===== src/rtl/if_stage_nwide_pkg.sv =====
// Shared widths and the instruction-queue entry layout for the N-wide fetch stage.
// No logic here; consumed by if_stage_nwide and if_inst_queue.
// Entry = one 32-bit instruction tagged with its own 64-bit PC.
package if_stage_nwide_pkg;

  localparam int INST_WIDTH = 32;
  localparam int PC_WIDTH   = 64;

  typedef struct packed {
    logic [INST_WIDTH-1:0] inst;
    logic [PC_WIDTH-1:0]   pc;
  } iq_entry_t;

endpackage


===== src/rtl/if_inst_queue.sv =====
// Circular instruction queue: up to WIDTH entries in and WIDTH entries out per cycle.
// Latency: written entries appear at the head outputs the cycle after the write.
// Backpressure: caller must only enqueue when free space >= WIDTH; dequeue is clamped to count.
module if_inst_queue
  import if_stage_nwide_pkg::*;
#(
  parameter  int WIDTH = 2,
  parameter  int DEPTH = 8,
  localparam int CNT_W = $clog2(DEPTH + 1),
  localparam int DEQ_W = $clog2(WIDTH + 1),
  localparam int PTR_W = $clog2(DEPTH)
) (
  input  logic                    clock,
  input  logic                    reset,
  input  logic                    flush,
  input  logic                    enq_en,
  input  logic [CNT_W-1:0]        enq_cnt,
  input  iq_entry_t [WIDTH-1:0]   enq_data,
  input  logic [DEQ_W-1:0]        deq_req,
  output iq_entry_t [WIDTH-1:0]   head_data,
  output logic [WIDTH-1:0]        head_valid,
  output logic [CNT_W-1:0]        count
);

  iq_entry_t        mem [DEPTH];
  logic [PTR_W-1:0] head_q;
  logic [PTR_W-1:0] tail_q;
  logic [CNT_W-1:0] count_q;
  logic [CNT_W-1:0] deq_ext;
  logic [CNT_W-1:0] deq_amt;
  logic [CNT_W-1:0] enq_amt;

  // Clamp the dequeue request to what is actually held so the count never underflows.
  always_comb begin
    deq_ext = CNT_W'(deq_req);
    deq_amt = (deq_ext > count_q) ? count_q : deq_ext;
    enq_amt = enq_en ? enq_cnt : '0;
  end

  // Pointer/count state; flush wins over any same-cycle enqueue or dequeue.
  always_ff @(posedge clock or posedge reset) begin
    if (reset) begin
      head_q  <= '0;
      tail_q  <= '0;
      count_q <= '0;
    end else if (flush) begin
      head_q  <= '0;
      tail_q  <= '0;
      count_q <= '0;
    end else begin
      head_q  <= head_q + PTR_W'(deq_amt);
      tail_q  <= tail_q + PTR_W'(enq_amt);
      count_q <= count_q - deq_amt + enq_amt;
    end
  end

  // Storage has no reset: entries are only observable while covered by count_q.
  always_ff @(posedge clock) begin
    for (int k = 0; k < WIDTH; k++) begin
      if (enq_en && !flush && (CNT_W'(k) < enq_cnt)) begin
        mem[tail_q + PTR_W'(k)] <= enq_data[k];
      end
    end
  end

  // Head window: slot i is valid iff more than i entries are held; invalid slots read as zero.
  always_comb begin
    head_data  = '0;
    head_valid = '0;
    for (int i = 0; i < WIDTH; i++) begin
      head_valid[i] = (count_q > CNT_W'(i));
      if (head_valid[i]) begin
        head_data[i] = mem[head_q + PTR_W'(i)];
      end
    end
  end

  assign count = count_q;

endmodule


===== src/rtl/if_stage_nwide.sv =====
// N-wide instruction fetch: PC register, aligned Imem request, and a queue of fetched instructions.
// Latency: a fetched line is visible on the if_* outputs one cycle after the fetch fires.
// Backpressure: fetch stalls while the queue lacks FETCH_WIDTH free entries or mem_busy is high.
module if_stage_nwide
  import if_stage_nwide_pkg::*;
#(
  parameter  int          FETCH_WIDTH = 2,
  parameter  int          QUEUE_DEPTH = 8,
  parameter  logic [63:0] RESET_PC    = 64'h0,
  localparam int          DC_W        = $clog2(FETCH_WIDTH + 1),
  localparam int          CNT_W       = $clog2(QUEUE_DEPTH + 1)
) (
  input  logic                              clock,
  input  logic                              reset,
  input  logic [INST_WIDTH*FETCH_WIDTH-1:0] Imem2proc_data,
  input  logic                              Imem2proc_valid,
  input  logic                              mem_busy,
  input  logic                              redirect_valid,
  input  logic [PC_WIDTH-1:0]               redirect_pc,
  input  logic [DC_W-1:0]                   dispatch_count,
  output logic [PC_WIDTH-1:0]               proc2Imem_addr,
  output logic [INST_WIDTH*FETCH_WIDTH-1:0] if_inst_out,
  output logic [PC_WIDTH*FETCH_WIDTH-1:0]   if_pc_out,
  output logic [PC_WIDTH*FETCH_WIDTH-1:0]   if_npc_out,
  output logic [FETCH_WIDTH-1:0]            if_valid_out,
  output logic [CNT_W-1:0]                  if_count_out
);

  localparam logic [PC_WIDTH-1:0] LINE_MASK  = PC_WIDTH'(4 * FETCH_WIDTH - 1);
  localparam logic [PC_WIDTH-1:0] LINE_BYTES = PC_WIDTH'(4 * FETCH_WIDTH);

  logic [PC_WIDTH-1:0]          pc_q;
  logic [PC_WIDTH-1:0]          line_addr;
  logic [PC_WIDTH-1:0]          slot_sel;
  logic [CNT_W-1:0]             q_count;
  logic [CNT_W-1:0]             q_free;
  logic [CNT_W-1:0]             enq_cnt;
  logic                         fire;
  iq_entry_t [FETCH_WIDTH-1:0]  enq_data;
  iq_entry_t [FETCH_WIDTH-1:0]  head_data;
  logic [FETCH_WIDTH-1:0]       head_valid;

  // Line address and fetch decision; all branches fall through, so no prediction state exists.
  always_comb begin
    line_addr = pc_q & ~LINE_MASK;
    slot_sel  = (pc_q & LINE_MASK) >> 2;
    q_free    = CNT_W'(QUEUE_DEPTH) - q_count;
    fire      = !redirect_valid && !mem_busy && Imem2proc_valid &&
                (q_free >= CNT_W'(FETCH_WIDTH));
    enq_cnt   = CNT_W'(FETCH_WIDTH) - CNT_W'(slot_sel);
  end

  assign proc2Imem_addr = line_addr;

  // Compact slots slot_sel..FETCH_WIDTH-1 down to enqueue positions 0.., dropping slots below the PC.
  always_comb begin
    enq_data = '0;
    for (int k = 0; k < FETCH_WIDTH; k++) begin
      for (int j = 0; j < FETCH_WIDTH; j++) begin
        if (PC_WIDTH'(j) == slot_sel + PC_WIDTH'(k)) begin
          enq_data[k].inst = Imem2proc_data[INST_WIDTH*j +: INST_WIDTH];
          enq_data[k].pc   = line_addr + PC_WIDTH'(4 * j);
        end
      end
    end
  end

  // PC register: redirect has priority, a fire advances to the next line, otherwise hold.
  always_ff @(posedge clock or posedge reset) begin
    if (reset) begin
      pc_q <= RESET_PC;
    end else if (redirect_valid) begin
      pc_q <= redirect_pc;
    end else if (fire) begin
      pc_q <= line_addr + LINE_BYTES;
    end
  end

  if_inst_queue #(
    .WIDTH (FETCH_WIDTH),
    .DEPTH (QUEUE_DEPTH)
  ) u_queue (
    .clock      (clock),
    .reset      (reset),
    .flush      (redirect_valid),
    .enq_en     (fire),
    .enq_cnt    (enq_cnt),
    .enq_data   (enq_data),
    .deq_req    (dispatch_count),
    .head_data  (head_data),
    .head_valid (head_valid),
    .count      (q_count)
  );

  // Flatten the head window onto the slot buses; invalid slots drive zero on every field.
  always_comb begin
    if_inst_out = '0;
    if_pc_out   = '0;
    if_npc_out  = '0;
    for (int i = 0; i < FETCH_WIDTH; i++) begin
      if_inst_out[INST_WIDTH*i +: INST_WIDTH] = head_data[i].inst;
      if_pc_out[PC_WIDTH*i +: PC_WIDTH]       = head_data[i].pc;
      if_npc_out[PC_WIDTH*i +: PC_WIDTH]      = head_valid[i] ? (head_data[i].pc + PC_WIDTH'(4)) : '0;
    end
  end

  assign if_valid_out = head_valid;
  assign if_count_out = q_count;

endmodule


===== config.mk =====
export PLATFORM = sky130hd
export DESIGN_NAME = if_stage_nwide
export DESIGN_NICKNAME = d
export VERILOG_FILES = /design/src/rtl/if_stage_nwide_pkg.sv /design/src/rtl/if_inst_queue.sv /design/src/rtl/if_stage_nwide.sv
export SDC_FILE = /design/constraint.sdc
export NUM_CORES = 2
export LEC_CHECK = 0
export CAP_MARGIN = 20
export CORE_MARGIN = 2
export CORE_UTILIZATION = 47
export CTS_CLUSTER_DIAMETER = 100
export DETAILED_ROUTE_END_ITERATION = 10
export MAX_ROUTING_LAYER = met4
export PLACE_DENSITY = 0.7
export REMOVE_ABC_BUFFERS = 1
export SYNTH_ARGS = -nofsm -noshare
export SYNTH_HDL_FRONTEND = slang
export SYNTH_SLANG_ARGS = --single-unit

===== constraint.sdc =====
create_clock -name clock -period 11 [get_ports clock]
set_input_delay 2.2 -clock clock [delete_from_list [all_inputs] [get_ports clock]]
set_output_delay 2.2 -clock clock [all_outputs]
set_load 0.01 [all_outputs]

Word-level counts from Yosys, hierarchy flattened --
Memory sizes are Yosys's and may differ from the RTL's. Index checks and enable logic that the tools add are counted.
Word-level totals: register bits after elaboration 74, memory bits (writable) 768, input bits 135, memories 1
Cells by class: $add $sub $neg 13, magnitude comparators 6, equal/unequal tests 1, mux-type cells 19, reductions and logical operators 11
Memories:
- u_queue.mem | depth 8, width 96, read ports 2, clocked after Yosys merged registers in 0, wr ports 2, line if_inst_queue.sv:25 | iq_entry_t mem [DEPTH];
Operators by type and width (count):
- $mux 96 | 6
- $mux 64 | 4
- $add 64x3->64 const B | 3
- $logic_not 64->1 | 2
- $add 64x4->64 const B | 1
- $mux 4 | 3
- $gt 4x1->1 const B | 2
- $lt 1x4->1 const A | 2
- $add 3x1->3 const B | 2
- $add 3x3->3 | 2
- $logic_and 1x1->1 | 6
- $mux 3 | 2
- $add 4x4->4 | 1
- $ge 4x2->1 const B | 1
- $gt 2x4->1 | 1
- $mux 1 | 4
- $sub 4x4->4 | 1
- $sub 4x4->4 const A | 1
- $sub 2x1->3 const A | 1
- $add 1x1->2 const B | 1
- $eq 1x2->1 const A | 1
- $logic_not 1->1 | 2
- $reduce_bool 2->1 | 1

Depth between registers and ports, before layout --
word-level depth 8, mapped depth 17, gate-level depth less buffers 14

Modules after synthesis --
From an unflattened synthesis, not the netlist that was laid out.
Second synthesis, totals: cells, all modules 3564, area, all modules 52321.4 sq um
By module, submodules not included:
- if_inst_queue | instances 1, cells each 2427, area an instance 43962.2 sq um, sequential area each 23312.4 sq um
- if_stage_nwide | instances 1, cells each 1137, area an instance 8359.3 sq um, sequential area each 1551.5 sq um

Worst setup path after synthesis --
No wires, ideal clock.
kind input -> register, start point in mem_busy, end point mem u_queue.mem[3][10] in the netlist's numbering, enable pin, setup time 547 ps, arrival 6921 ps, setup slack 3531 ps, stages on the path 6, path buffers 2, cells stage by stage inv_1 -> o311a_1 -> clkbuf_1 -> nand2b_1 -> clkbuf_1 -> nor2_1
RTL lines:
- start, declared | line if_stage_nwide.sv:17 | input logic mem_busy,
- end, declared | line if_inst_queue.sv:25

Worst setup path in the final report --
start point reg u_queue.head_q[1], end point out if_npc_out[127]
Between the ends: word-level cells in the longest chain between the ends 5
Ends and longest elaborated chain:
- start, declared | line if_inst_queue.sv:26 | logic [PTR_W-1:0] head_q;
- start signal, assigned | line if_inst_queue.sv:51 | head_q <= head_q + PTR_W'(deq_amt);
- $add 3x1->3 | line if_inst_queue.sv:73 | head_data[i] = mem[head_q + PTR_W'(i)];
- $mem_v2 8x96
- $mux 96 | line if_inst_queue.sv:72 | if (head_valid[i]) begin
- $add 64x3->64 | line if_stage_nwide.sv:103 | if_npc_out[PC_WIDTH*i +: PC_WIDTH] = head_valid[i] ? (head_data[i].pc + PC_WIDTH'(4)) : '0;
- $mux 64 | line if_stage_nwide.sv:103
- end, declared | line if_stage_nwide.sv:24 | output logic [PC_WIDTH*FETCH_WIDTH-1:0] if_npc_out,
No other way between the ends.

==> impl_metrics.ini <==
[run_status]
status = finished, final reports clean

[logic_synthesis]
synth_ff_type = edfxtp_1
synthTopCellsByCount = edfxtp_1 (752), clkbuf_1 (646), mux2i_1 (333)
yosys_register_bits = 824
syn_area_per_cell_um2 = 12.46
synth_seq_area_share = 0.5066
ys_types = 81
ys_top_cells_by_area = edfxtp_1 (47%), mux4_2 (10%), mux2i_1 (6.9%), mux2_2 (6.1%), clkbuf_1 (5.0%)
synth_edf_count = 752
syn_area_um2 = 48130
synth.top_cell.area_share = 0.4692
ys_warn_count = 0
synth_largest_area_cell = edfxtp_1
yosysMostFrequentCell = edfxtp_1
syn_inst = 3863
async_flop_share = 0.08738

[route]
wl_per_cell_um = 30.11
ant_nets = 0
drt_iter0_drc = 3906
num_vias = 32667
first_pass_iters = 5
post_drt_via_cell_ratio = 6.250
drc = 0
totalWireLength_um = 157400

[layout]
multi_input_comb_area_um2 = 20160
syn2layout_area_growth_pct = 15.09
nFillCells = 8386
regArea_um2 = 24390
fin_nets = 3929
instances_no_fill = 5227
drive_gt1_frac = 0.2014
fin_area_um2 = 55400

[global_routing]
grt_max_degree = 131
grt_usage = 0.3040
grt_pass1_vias = 32109
antenna_found_initial = 12
grt_pass1_wl_um = 223100
grt_overflow = 0

[flow_run]
maxCapViolations = 0

[pwr]
power_per_cell_area_nw_per_um2 = 302.6
leakage_uw = 0.01855
ir_drop_uv = 352.9

[clock_network]
cts_root_buf = clkbuf_16
post_cts_buffers = 0
cts_buffers = 91
postCtsHoldBufs = 0
insertion_delay_ps = 670
clk_path_buf_depth = 3
h-tree-depth = 3
cts_tree = done
cts_resized = 0
clock_sinks = 824
clkTransAtPathRegs_ps = 60

[placement]
gp_congestion = 0.9347
dp.final_hpwl_um = 100800
placed_area_um2 = 52340
dp.cells = 5047
io_buffers = 511

[timing]
setup_violations = 0
rsz0062_at_grt = false
relSlewSlack = 0.2006
worst_pin_slew_ps = 1199
fin_crit_sh = 0.8772
hold_viol_final = 0
post-route-min-period_ps = 9650
fin_skew_ps = 31.32
max_freq_ghz = 0.1036
final_max_slew_viol_count = 0

[worst_setup_path]
path_max_fanout = 96
criticalPathCategory = reg2out
setup.worst_path.start_class = register
worstPathArrival_ps = 7450
end_kind = output port
required_ps = 8800
reg2reg_slack_ps = 6410

[floorplan]
fp.dieArea_um2 = 105000
num_rows = 117
die_h_um = 324.0
fp.dieW_um = 324.0
coreArea_um2 = 101700
start_util = 0.4731
io_pins = 525

[hold_path]
hold_path.class = reg2reg
-- worst paths after layout --
check                                  startpoint            endpoint  cells past startpoint
worst max-delay path            u_queue.head_q[1]     if_npc_out[127]                     11
worst min-delay path                     pc_q[62]  u_queue.mem[1][62]                      0
worst max register to register   u_queue.count[1]  u_queue.mem[0][42]                     11
worst min register to register           pc_q[62]  u_queue.mem[1][62]                      0
max in group asynchronous                   reset   u_queue.head_q[0]                      3
min in group asynchronous                   reset             pc_q[3]                      2
-- through the flow --
stage / setup WS (ps) / TNS (ps) / power, uW / hold WS [ps] / util
6_report: 1351 / 0 / 16760 / 703.2 / 0.5445
2_1_floorplan: -10470 / -1530120 / 10040 / 620.1 / -
4_1_cts: 1410 / 0 / 16740 / 697.8 / 0.5442
5_1_grt: 1116 / 0 / 17420 / 744.5 / 0.5445
3_5_place_dp: 2201 / 0 / 13630 / 674.9 / 0.5145
3_3_place_gp: 2270 / 0 / 13550 / 678.6 / 0.5145
-- critical path: stages (launching register included) --
cell and delay [ps]:
dfrtp_4 1120, ha_4 710, buf_12 570, buf_4 730
mux2i_1 190, a22oi_1 260, nand3_1 400, nor4b_4 590
nand4_1 240, nor4_2 980, xor2_1 210, clkdlybuf4s50_1 560
-- where the power goes --
group	total [uW]	leakage (uW)	switching [uW]	internal, uW
clock network	3110	0.00148	1310	1800
logic	9850	0.00938	5460	4380
registers	3810	0.00769	225	3580
-- layout make-up --
class | count | share of cell area
Sequential cell | 824 | 0.4404
Multi-Input combinational cell | 2172 | 0.3640
Timing Repair Buffer | 580 | 0.1026
Clock buffer | 108 | 0.04300
Tap cell | 1368 | 0.03090
Clock inverter | 61 | 0.01163
Inverter | 103 | 0.007024
Antenna cell | 11 | 0.0004969
-- cells in the final DEF (no fill, tap or decap), types with 83 or more instances in the layout --
cell	n
edfxtp_1	752
clkdlybuf4s50_1	510
mux2i_1	333
nand2_1	302
mux2_2	260
mux4_2	224
nor2_1	129
xnor2_1	123
nand3_1	116
inv_1	101
clkbuf_16	92
a21oi_1	84
a22oi_1	83
-- sequential cells by signal (all words and copies together) (netlist names) --
signal          count
u_queue.count       4
u_queue.mem       752
pc_q               62
u_queue.tail_q      3
u_queue.head_q      3
-- layer usage --
| layer | track usage | wire length [um] | vias up |
|---|---|---|---|
| met4 | 0.1286 | 7116 | 0 |
| met2 | 0.4709 | 73580 | 1951 |
| met1 | 0.3849 | 60130 | 16595 |
| li1 | - | - | 13758 |
| met3 | 0.06993 | 16570 | 363 |
| met5 | - | 0 | - |
-- kinds of logic (layout without fill, tap and decap cells) --
group,count (synthesis),in the layout,share of synthesized area
buffers and inverters,877,852,0.08116
multiplexers,835,835,0.2447
AND/OR/NAND/NOR,830,830,0.08968
flip-flops,824,824,0.5066
AO/OA/AOI/OAI,293,293,0.03819
XOR/XNOR,181,181,0.03325
adder cells (fa/ha/maj),22,22,0.006343
other,1,22,0.00007791
(Power assumes the default switching activity.)
